<file path="src/rtl/eth_pkg.sv">
// Shared constants, record geometry and FSM encoding for the UDP command writer.
package eth_pkg;

  localparam logic [7:0] MAGIC  = 8'hA5;
  localparam int         REC_W  = 40;
  localparam int         REC_AW = 4;
  localparam int         IDX_W  = 5;

  typedef enum logic [3:0] {
    IDLE   = 4'd0,
    CNT    = 4'd1,
    ADDR   = 4'd2,
    D0     = 4'd3,
    D1     = 4'd4,
    D2     = 4'd5,
    D3     = 4'd6,
    COMMIT = 4'd7,
    DROP   = 4'd8
  } eth_state_e;

  // Up to two errors can land in one cycle: an abandoned packet plus a bad new start.
  function automatic logic [7:0] sat_add8(input logic [7:0] a, input logic [1:0] inc);
    logic [8:0] sum;
    sum = {1'b0, a} + {7'd0, inc};
    return sum[8] ? 8'hFF : sum[7:0];
  endfunction

endpackage

</file>
<file path="src/rtl/cmd_rec_buf.sv">
// Record buffer: one write port, a registered read port and a synchronous clear.
module cmd_rec_buf
  import eth_pkg::*;
#(
  parameter int DEPTH = 16
) (
  input  logic              clk,
  input  logic              rst_n,
  input  logic              clear,
  input  logic              wr_en,
  input  logic [REC_AW-1:0] wr_addr,
  input  logic [REC_W-1:0]  wr_data,
  input  logic [REC_AW-1:0] rd_addr,
  output logic [REC_W-1:0]  rd_data
);

  logic [REC_W-1:0] mem [DEPTH];

  always_ff @(posedge clk or negedge rst_n) begin
    if (!rst_n) begin
      for (int i = 0; i < DEPTH; i++) mem[i] <= '0;
      rd_data <= '0;
    end else if (clear) begin
      for (int i = 0; i < DEPTH; i++) mem[i] <= '0;
      rd_data <= '0;
    end else begin
      if (wr_en && (int'(wr_addr) < DEPTH)) mem[wr_addr] <= wr_data;
      rd_data <= (int'(rd_addr) < DEPTH) ? mem[rd_addr] : '0;
    end
  end

endmodule

</file>
<file path="src/rtl/eth_cmd_writer.sv">
// Parses A5/N/records UDP payloads into register-bus writes.
// Define ETH_CMD_ATOMIC_EN to buffer records and commit only after a clean eop.
module eth_cmd_writer
  import eth_pkg::*;
#(
  parameter int MAX_REC = 16
) (
  input  logic        clk,
  input  logic        rst_n,
  input  logic [7:0]  i_rx_data,
  input  logic        i_rx_valid,
  input  logic        i_rx_sop,
  input  logic        i_rx_eop,
  output logic [7:0]  o_eb_addr,
  output logic [31:0] o_eb_wr_data,
  output logic        o_eb_wr,
  output logic        o_busy,
  output logic [15:0] o_wr_cnt,
  output logic [7:0]  o_err_cnt,
  output logic [3:0]  dbg_state
);

  // Receive stream: a byte transfers on every cycle i_rx_valid is high; there is
  // no back-pressure, and sop/eop mean nothing unless valid is also high.
  eth_state_e        state, state_n;
  logic [IDX_W-1:0]  rec_n, rec_idx;
  logic [7:0]        addr_q;
  logic [23:0]       data_q;
  logic [1:0]        err_inc;
  logic              take, rec_done, cnt_bad, is_last;
  logic [REC_W-1:0]  cur_rec;

  assign take     = i_rx_valid && !i_rx_sop;
  assign cnt_bad  = (i_rx_data == 8'd0) || (i_rx_data > 8'(MAX_REC));
  assign is_last  = (rec_idx == rec_n - IDX_W'(1));
  assign cur_rec  = {addr_q, data_q, i_rx_data};
  assign o_busy   = (state != IDLE);
  assign dbg_state = state;

`ifdef ETH_CMD_ATOMIC_EN
  logic [IDX_W-1:0]  commit_idx;
  logic              drop_pending, drop_n, pkt_ok, start;
  logic [REC_AW-1:0] rd_addr;
  logic [REC_W-1:0]  rd_data;

  assign start = i_rx_valid && i_rx_sop && (state != COMMIT) &&
                 (i_rx_data == MAGIC) && !i_rx_eop;

  // Record 0 is prefetched while idle so the first write can go out the cycle after eop.
  assign rd_addr = (state == COMMIT) ? REC_AW'(commit_idx + IDX_W'(1)) :
                   (pkt_ok ? REC_AW'(1) : '0);

  cmd_rec_buf #(.DEPTH(MAX_REC)) u_rec_buf (
    .clk     (clk),
    .rst_n   (rst_n),
    .clear   (start),
    .wr_en   (rec_done),
    .wr_addr (rec_idx[REC_AW-1:0]),
    .wr_data (cur_rec),
    .rd_addr (rd_addr),
    .rd_data (rd_data)
  );
`endif

  always_comb begin
    state_n  = state;
    err_inc  = 2'd0;
    rec_done = 1'b0;
`ifdef ETH_CMD_ATOMIC_EN
    pkt_ok   = 1'b0;
    drop_n   = drop_pending;
`endif
    if (i_rx_valid && i_rx_sop) begin
`ifdef ETH_CMD_ATOMIC_EN
      if (state == COMMIT) begin
        err_inc = 2'd1;
        drop_n  = !i_rx_eop;
      end else
`endif
      begin
        // A packet already in DROP was counted when it failed.
        if (state != IDLE && state != DROP) err_inc = 2'd1;
        if (i_rx_data == MAGIC && !i_rx_eop) begin
          state_n = CNT;
        end else begin
          err_inc = err_inc + 2'd1;
          state_n = i_rx_eop ? IDLE : DROP;
        end
      end
    end else if (take) begin
      case (state)
        CNT: begin
          if (cnt_bad || i_rx_eop) begin
            err_inc = 2'd1;
            state_n = i_rx_eop ? IDLE : DROP;
          end else begin
            state_n = ADDR;
          end
        end
        ADDR: if (i_rx_eop) begin err_inc = 2'd1; state_n = IDLE; end else state_n = D0;
        D0:   if (i_rx_eop) begin err_inc = 2'd1; state_n = IDLE; end else state_n = D1;
        D1:   if (i_rx_eop) begin err_inc = 2'd1; state_n = IDLE; end else state_n = D2;
        D2:   if (i_rx_eop) begin err_inc = 2'd1; state_n = IDLE; end else state_n = D3;
        D3: begin
          rec_done = 1'b1;
          if (is_last && i_rx_eop) begin
`ifdef ETH_CMD_ATOMIC_EN
            pkt_ok  = 1'b1;
            state_n = COMMIT;
`else
            state_n = IDLE;
`endif
          end else if (is_last || i_rx_eop) begin
            err_inc = 2'd1;
            state_n = i_rx_eop ? IDLE : DROP;
          end else begin
            state_n = ADDR;
          end
        end
`ifdef ETH_CMD_ATOMIC_EN
        COMMIT: if (i_rx_eop) drop_n = 1'b0;
`endif
        DROP: if (i_rx_eop) state_n = IDLE;
        default: ;
      endcase
    end
`ifdef ETH_CMD_ATOMIC_EN
    if (state == COMMIT && commit_idx == rec_n) begin
      state_n = drop_n ? DROP : IDLE;
      drop_n  = 1'b0;
    end
`endif
  end

  always_ff @(posedge clk or negedge rst_n) begin
    if (!rst_n) state <= IDLE;
    else        state <= state_n;
  end

  always_ff @(posedge clk or negedge rst_n) begin
    if (!rst_n) begin
      o_eb_addr    <= '0;
      o_eb_wr_data <= '0;
      o_eb_wr      <= 1'b0;
      o_wr_cnt     <= '0;
      o_err_cnt    <= '0;
      rec_n        <= '0;
      rec_idx      <= '0;
      addr_q       <= '0;
      data_q       <= '0;
`ifdef ETH_CMD_ATOMIC_EN
      commit_idx   <= '0;
      drop_pending <= 1'b0;
`endif
    end else begin
      o_eb_wr   <= 1'b0;
      o_err_cnt <= sat_add8(o_err_cnt, err_inc);
      if (take) begin
        case (state)
          CNT: begin
            rec_n   <= i_rx_data[IDX_W-1:0];
            rec_idx <= '0;
          end
          ADDR:    addr_q         <= i_rx_data;
          D0:      data_q[23:16]  <= i_rx_data;
          D1:      data_q[15:8]   <= i_rx_data;
          D2:      data_q[7:0]    <= i_rx_data;
          D3:      rec_idx        <= rec_idx + IDX_W'(1);
          default: ;
        endcase
      end
`ifdef ETH_CMD_ATOMIC_EN
      drop_pending <= drop_n;
      if (pkt_ok) begin
        o_eb_wr                     <= 1'b1;
        {o_eb_addr, o_eb_wr_data}   <= (rec_idx == '0) ? cur_rec : rd_data;
        o_wr_cnt                    <= o_wr_cnt + 16'd1;
        commit_idx                  <= IDX_W'(1);
      end else if (state == COMMIT && commit_idx != rec_n) begin
        o_eb_wr                     <= 1'b1;
        {o_eb_addr, o_eb_wr_data}   <= rd_data;
        o_wr_cnt                    <= o_wr_cnt + 16'd1;
        commit_idx                  <= commit_idx + IDX_W'(1);
      end
`else
      if (rec_done) begin
        o_eb_wr      <= 1'b1;
        o_eb_addr    <= cur_rec[39:32];
        o_eb_wr_data <= cur_rec[31:0];
        o_wr_cnt     <= o_wr_cnt + 16'd1;
      end
`endif
    end
  end

endmodule

</file>
<file path="config.mk">
export PLATFORM = sky130hd
export DESIGN_NAME = eth_cmd_writer
export DESIGN_NICKNAME = d
export VERILOG_FILES = /design/src/rtl/eth_pkg.sv /design/src/rtl/cmd_rec_buf.sv /design/src/rtl/eth_cmd_writer.sv
export SDC_FILE = /design/constraint.sdc
export NUM_CORES = 1
export LEC_CHECK = 0
export CAP_MARGIN = 30
export CORE_UTILIZATION = 48
export CTS_CLUSTER_SIZE = 12
export DETAILED_ROUTE_END_ITERATION = 6
export GPL_ROUTABILITY_DRIVEN = 0
export HOLD_SLACK_MARGIN = 0.15
export PLACE_DENSITY_LB_ADDON = 0.1
export SLEW_MARGIN = 20
export SYNTH_ARGS = -nofsm -noshare
export SYNTH_HDL_FRONTEND = slang
export SYNTH_SLANG_ARGS = --single-unit
</file>
<file path="constraint.sdc">
create_clock -name clk -period 3.07 [get_ports clk]
set_input_delay 0.4605 -clock clk [delete_from_list [all_inputs] [get_ports clk]]
set_output_delay 0.4605 -clock clk [all_outputs]
set_load 0.05 [all_outputs]
</file>
# == Word level (Yosys, flattened, before mapping) ==
# Cells that the tools add are included.
# totals
reg_bits,111
latch_bits,0
ramBits,0
mem_bits_ro,0
in_bits,13
output_inout_bits,70
word_cells,81
n_memories,0
# op_classes
addsub,5
mul,0
div,0
order_cmp,1
n_eq_ne,11
shifts,0
mux,29
bitwise,0
n_reduce_logical,23
# op_table
op,n
4-bit two-way mux,8
4-bit one-hot mux with 7 select lines,1
"16-bit by 1-bit adder with 16-bit output, second input constant",1
"4-bit by 3-bit equality test with 1-bit output, second input constant",3
2-bit AND reduction,6
1-bit two-way mux,10
5-bit one-hot mux with 2 select lines,1
8-bit by 2-bit adder with 9-bit output,1
3-bit two-way mux,3
"4-bit by 2-bit equality test with 1-bit output, second input constant",2
"8-bit equality test, second input constant",1
"8-bit by 5-bit > comparator with 1-bit output, second input constant",1
8-bit zero test,1
2-bit two-way mux,4
8-bit two-way mux,1
8-bit nonzero test,1
"5-bit by 1-bit adder with 5-bit output, second input constant",1
5-bit equality test,1
1-bit logical AND,5
"5-bit by 1-bit subtractor with 5-bit output, second input constant",1
"4-bit by 1-bit equality test with 1-bit output, second input constant",1
"4-bit equality test, second input constant",1
"4-bit inequality test, second input constant",1
2-bit nonzero test,2
8 further kinds,11

# == Longest topological paths before layout ==
# Gate-level depths: netlist of the first run.
# logic_depth
depth_word,10
ltp_mapped,17

# == Least setup slack after synthesis of the first run ==
# OpenSTA, ideal clock, no wires.
# synth_timing
kind,register to register
from,reg rec_n[0]
to,reg o_err_cnt[0]
arrival_ns,3.069
required_ns,2.997
slack_ns,-0.072
stages_incl_launch_ff,18
n_path_buf,0
cell_sequence,dfrtp_1 -> inv_1 -> ha_1 -> a21oi_1 -> a311oi_1 -> o2111ai_1 -> ha_1 -> nand3b_1 -> o21ai_0 -> a221oi_1 -> a221oi_1 -> ha_1 -> inv_1 -> fa_1 -> nand2b_1 -> nor2_1 -> nand3_1 -> nand2b_1
# synth_between
elab_chain_len,10
word_cells_on_any_way,11
# synth_rtl
item,line_no,text
"start, declared",eth_cmd_writer.sv:26,"logic [IDX_W-1:0] rec_n, rec_idx;"
"start signal, assigned",eth_cmd_writer.sv:161,rec_n <= i_rx_data[IDX_W-1:0];
5-bit by 1-bit subtractor with 5-bit output (*),eth_cmd_writer.sv:35,assign is_last = (rec_idx == rec_n - IDX_W'(1));
5-bit equality test (*),eth_cmd_writer.sv:35,
1-bit logical OR,eth_cmd_writer.sv:113,end else if (is_last || i_rx_eop) begin
1-bit two-way mux,eth_cmd_writer.sv:113,
1-bit two-way mux (*),eth_cmd_writer.sv:106,if (is_last && i_rx_eop) begin
1-bit one-hot mux with 3 select lines (*),eth_cmd_writer.sv:91,case (state)
1-bit two-way mux (*),eth_cmd_writer.sv:90,end else if (take) begin
2-bit two-way mux (*),eth_cmd_writer.sv:73,if (i_rx_valid && i_rx_sop) begin
8-bit by 2-bit adder with 9-bit output (*),eth_pkg.sv:24,"sum = {1'b0, a} + {7'd0, inc};"
8-bit two-way mux (*),eth_pkg.sv:25,return sum[8] ? 8'hFF : sum[7:0];
"end signal, assigned",eth_cmd_writer.sv:157,"o_err_cnt <= sat_add8(o_err_cnt, err_inc);"
"end, declared",eth_cmd_writer.sv:19,"output logic [7:0] o_err_cnt,"
# Mark *: on every way between the ends. The rest lies on a longest branch, timed or not.
# A chain may end at the register's enable or synchronous reset.

# == Worst setup path in the final report of the first run ==
# layout_timing
from,reg rec_n[2]
to,reg o_err_cnt[0]
# The elaborated chain is that of the path after synthesis.

==> impl_metrics.py, run 1 <==
metrics = {
    "outcome": {
        "outcome": "finished with violations",
        "violations": "negative setup slack",
    },
    "detailed_routing": {
        "ant_nets": 0,
        "first_pass_iters": 6,
        "wl_met1_mm": 5.07,
        "wl_per_cell_um": 15.7,
        "vias": 3704,
        "dr_wl_met3_um": 434,
        "drt_iter0_markers": 111,
        "met2WireLength_mm": 5.68,
        "routed_wl_mm": 11.3,
        "top_layer": "met4",
        "vias_per_cell": 5.14,
        "route.detailed.drc": 0,
    },
    "floorplanning": {
        "die_y_um": 105,
        "io_pins": 83,
        "start_util_pct": 49.3,
        "rows": 37,
        "die_x_um": 105,
        "core_area_um2": 10300,
        "dieArea_um2": 11000,
    },
    "clocking": {
        "clock_path_buffers": 2,
        "cts-root-buf": "clkbuf_8",
        "clk_latency_ps": 380,
        "cts_num_sinks": 111,
        "path_clk_slew_ps": 100,
        "cts_buffers": 9,
        "cts_tree": "done",
        "htreeDepth": 3,
    },
    "worst_setup_path": {
        "rrSetupSlack_ps": -60,
        "reg2reg_from": "rec_n[2]",
        "path_cells": "nand3b_1 -> a311oi_4 -> o2111ai_2 -> ha_1 -> nand3b_1 -> o21ai_2 -> a221oi_2 -> a221oi_2 -> ha_2 -> inv_2 -> fa_2 -> nand2b_4 -> nor2_4 -> nand3_4 -> nand2b_1",
        "path_max_fanout": 6,
        "crit_path_start_kind": "flop",
        "max_stage_delay_ps": 470,
        "r2r-end": "o_err_cnt[0]",
        "arrival_ps": 3450,
        "worstPathRequired_ps": 3390,
        "crit_slowest_cell": "dfrtp_2",
        "path_class": "flop to flop",
        "end_kind": "flop",
        "reg2reg_depth": 15,
    },
    "final_layout": {
        "finalInstanceArea_um2": 6540,
        "diodes": 0,
        "fill_cells": 881,
        "nNetsFinal": 602,
        "stdcell_count": 721,
        "area_growth_pct": 29.1,
        "drive_gt1_share_pct": 22.7,
    },
    "sta": {
        "period_share_pct": 102,
        "relSlewSlack_pct": 58.5,
        "skew_ps": 9.24,
        "hold_viol": 0,
        "rsz0062_at_grt": "yes",
        "setup_violations": 8,
        "timing.hold.ws_ps": 474,
        "clock.fmax_mhz": 320,
        "finalWorstSetupSlack_ps": -59.4,
        "min_period_ps": 3130,
        "setup_tns_ps": -295,
        "maxSlewViolCount": 0,
        "max_slew.worst_pin.slew_ps": 622,
    },
    "logic_synthesis": {
        "yosysSeqAreaShare_pct": 54.8,
        "synth-seq-cells": 111,
        "syn_inst": 468,
        "synth_nets": 490,
        "synth_edf_count": 0,
        "ys_warn_count": 0,
        "async_reset_ff_share_pct": 100,
        "syn_area_per_cell_um2": 10.8,
        "synth.distinct_cells": 62,
        "syn_area_um2": 5070,
        "ys.flop_type": "dfrtp_1",
    },
    "hold_path": {
        "whs_endpoint": "o_eb_wr_data[11]",
        "min_delay_path_depth": 2,
        "hold_path.class": "flop to flop",
        "min-delay-start": "data_q[3]",
    },
    "run": {
        "drv_cap": 0,
    },
    "global_route": {
        "grt_pass1_wl_mm": 18.8,
        "grt_pass1_vias": 3738,
        "antenna_found_initial": 0,
        "grt_usage_pct": 21.9,
        "grt_max_degree": 49,
        "overflow": 0,
    },
    "pwr": {
        "powerDensity_nw_per_um2": 631,
        "leakage_nw": 3.19,
        "ir_worst_vdd_uv": 368,
    },
    "place": {
        "io_buffer_count": 82,
        "dp.final_hpwl_mm": 7.81,
        "place_inst": 699,
        "post_dp_cell_area_um2": 6170,
    },
}
worst max path at each step:
stage,startpoint,depth (start not counted),to
global placement,i_rx_data[2],15,o_err_cnt[0]
finish,rec_n[2],15,o_err_cnt[0]
CTS,rec_n[1],17,o_err_cnt[0]
detailed placement,i_rx_data[2],15,o_err_cnt[1]
floorplan,rec_n[0],17,o_err_cnt[0]
global route,rec_n[2],15,o_err_cnt[6]
logic make-up (layout without fill, tap and decap cells):
group                      after synthesis  count (layout)  share of synthesized area, %
AOI/OAI and AO/OA                       29              29                          4.17
buffers and inverters                   30             147                          3.19
xor gates and xnor gates                28              28                          4.84
DFF                                    111             111                          54.8
muxes                                   40              40                          8.96
adders and majority gates                9               9                          2.37
and+or+nand+nor                        221             221                          21.7
where the power goes:
part           switching (W)  internal (W)
combinational       0.000787      0.000602
sequential          0.000161       0.00165
clock               0.000514      0.000410
cell type report:
type | count | area (um^2) | area share (%)
sequential | 111 | 2780 | 42.5
multi-input combinational | 327 | 2260 | 34.5
timing repair buffer | 117 | 1080 | 16.5
tap | 136 | 170 | 2.60
clock buffer | 11 | 141 | 2.16
clock inverter | 5 | 63.8 | 0.975
inverter | 14 | 52.6 | 0.803
flip-flops by register name, summed over array words and instances (netlist names):
register / cells
addr_q: 8
data_q: 24
dbg_state: 4
o_eb_addr: 8
o_eb_wr: 1
o_eb_wr_data: 32
o_err_cnt: 8
o_wr_cnt: 16
rec_idx: 5
rec_n: 5
metal layers:
layer | vias up | global-route usage [%]
met5 | - | 0
met2 | 60 | 36.8
met1 | 1845 | 28.9
met4 | 0 | 7.24
li1 | 1787 | -
met3 | 12 | 3.93
cell usage after synthesis (all sizes together), types with 3 or more instances:
| cell type | count | area [um^2] |
|---|---|---|
| nor3 | 12 | 75.1 |
| ha | 8 | 100 |
| nand3 | 8 | 40.0 |
| and3 | 4 | 25.0 |
| a21oi | 4 | 20.0 |
| xor2 | 18 | 158 |
| nand4 | 6 | 52.6 |
| o21ai | 6 | 30.0 |
| nand3b | 3 | 22.5 |
| nor2 | 11 | 41.3 |
| inv | 14 | 52.6 |
| nand2b | 7 | 43.8 |
| nor4 | 5 | 62.6 |
| xnor2 | 10 | 87.6 |
| dfrtp | 111 | 2780 |
| buf | 15 | 105 |
| mux2 | 40 | 454 |
| nand2 | 146 | 563 |
through the flow:
step	util [%]	power, W	setup slack [ps]
final	63.7	0.00413	-59.4
after global placement	60.1	0.00304	-832
after floorplan	-	0.00266	6.47
after detailed placement	60.1	0.00308	-785
after CTS	63.0	0.00406	-11.7
after global routing	63.7	0.00433	-276
critical path: cells and delay by family (launching register included):
family	cells	cell delay (ps)
and+or+nand+nor	6	870
adders and majority gates	3	860
AOI/OAI and AO/OA	5	840
DFF	1	470
buffers and inverters	1	40
cell usage in the layout (no fill, tap or decap), types with 2 or more instances in the layout:
master / count
ha_1: 6
xnor2_1: 10
nand4bb_1: 2
nand4_1: 5
and3_1: 4
a221oi_2: 2
xor2_1: 16
nor4_2: 5
clkbuf_8: 10
xor2_2: 2
clkdlybuf4s50_1: 77
nor2_1: 10
nand3b_1: 3
ha_2: 2
inv_1: 12
o211ai_1: 2
nand2b_1: 5
mux2_2: 39
o21ai_1: 2
o21ai_0: 3
nand3_1: 7
nor3_2: 4
a21oi_1: 4
inv_2: 2
dfrtp_2: 2
a31oi_1: 2
nand2_1: 138
nor3_1: 8
nand2_2: 7
nand2b_4: 2
buf_4: 35
dlygate4sd2_1: 4
nor2b_1: 2
dfrtp_1: 109
repair_timing:
action                                  4_1_cts  5_1_grt
buffers inserted                              3        2
hold buffers                                  1        0
hold endpoints to repair                     45        0
gates resized for setup                      20       10
pin swaps                                    13        9
endpoints found under the setup margin        8        8
(Power assumes the default switching activity.)
==> run 2: changes to the inputs <==
--- a/config.mk
+++ b/config.mk
@@ -12,7 +12,6 @@
 export GPL_ROUTABILITY_DRIVEN = 0
 export HOLD_SLACK_MARGIN = 0.15
 export PLACE_DENSITY_LB_ADDON = 0.1
-export SLEW_MARGIN = 20
 export SYNTH_ARGS = -nofsm -noshare
 export SYNTH_HDL_FRONTEND = slang
 export SYNTH_SLANG_ARGS = --single-unit
==> results of run 2 <==
Final layout, timing and power as in run 1 (identical DEF).
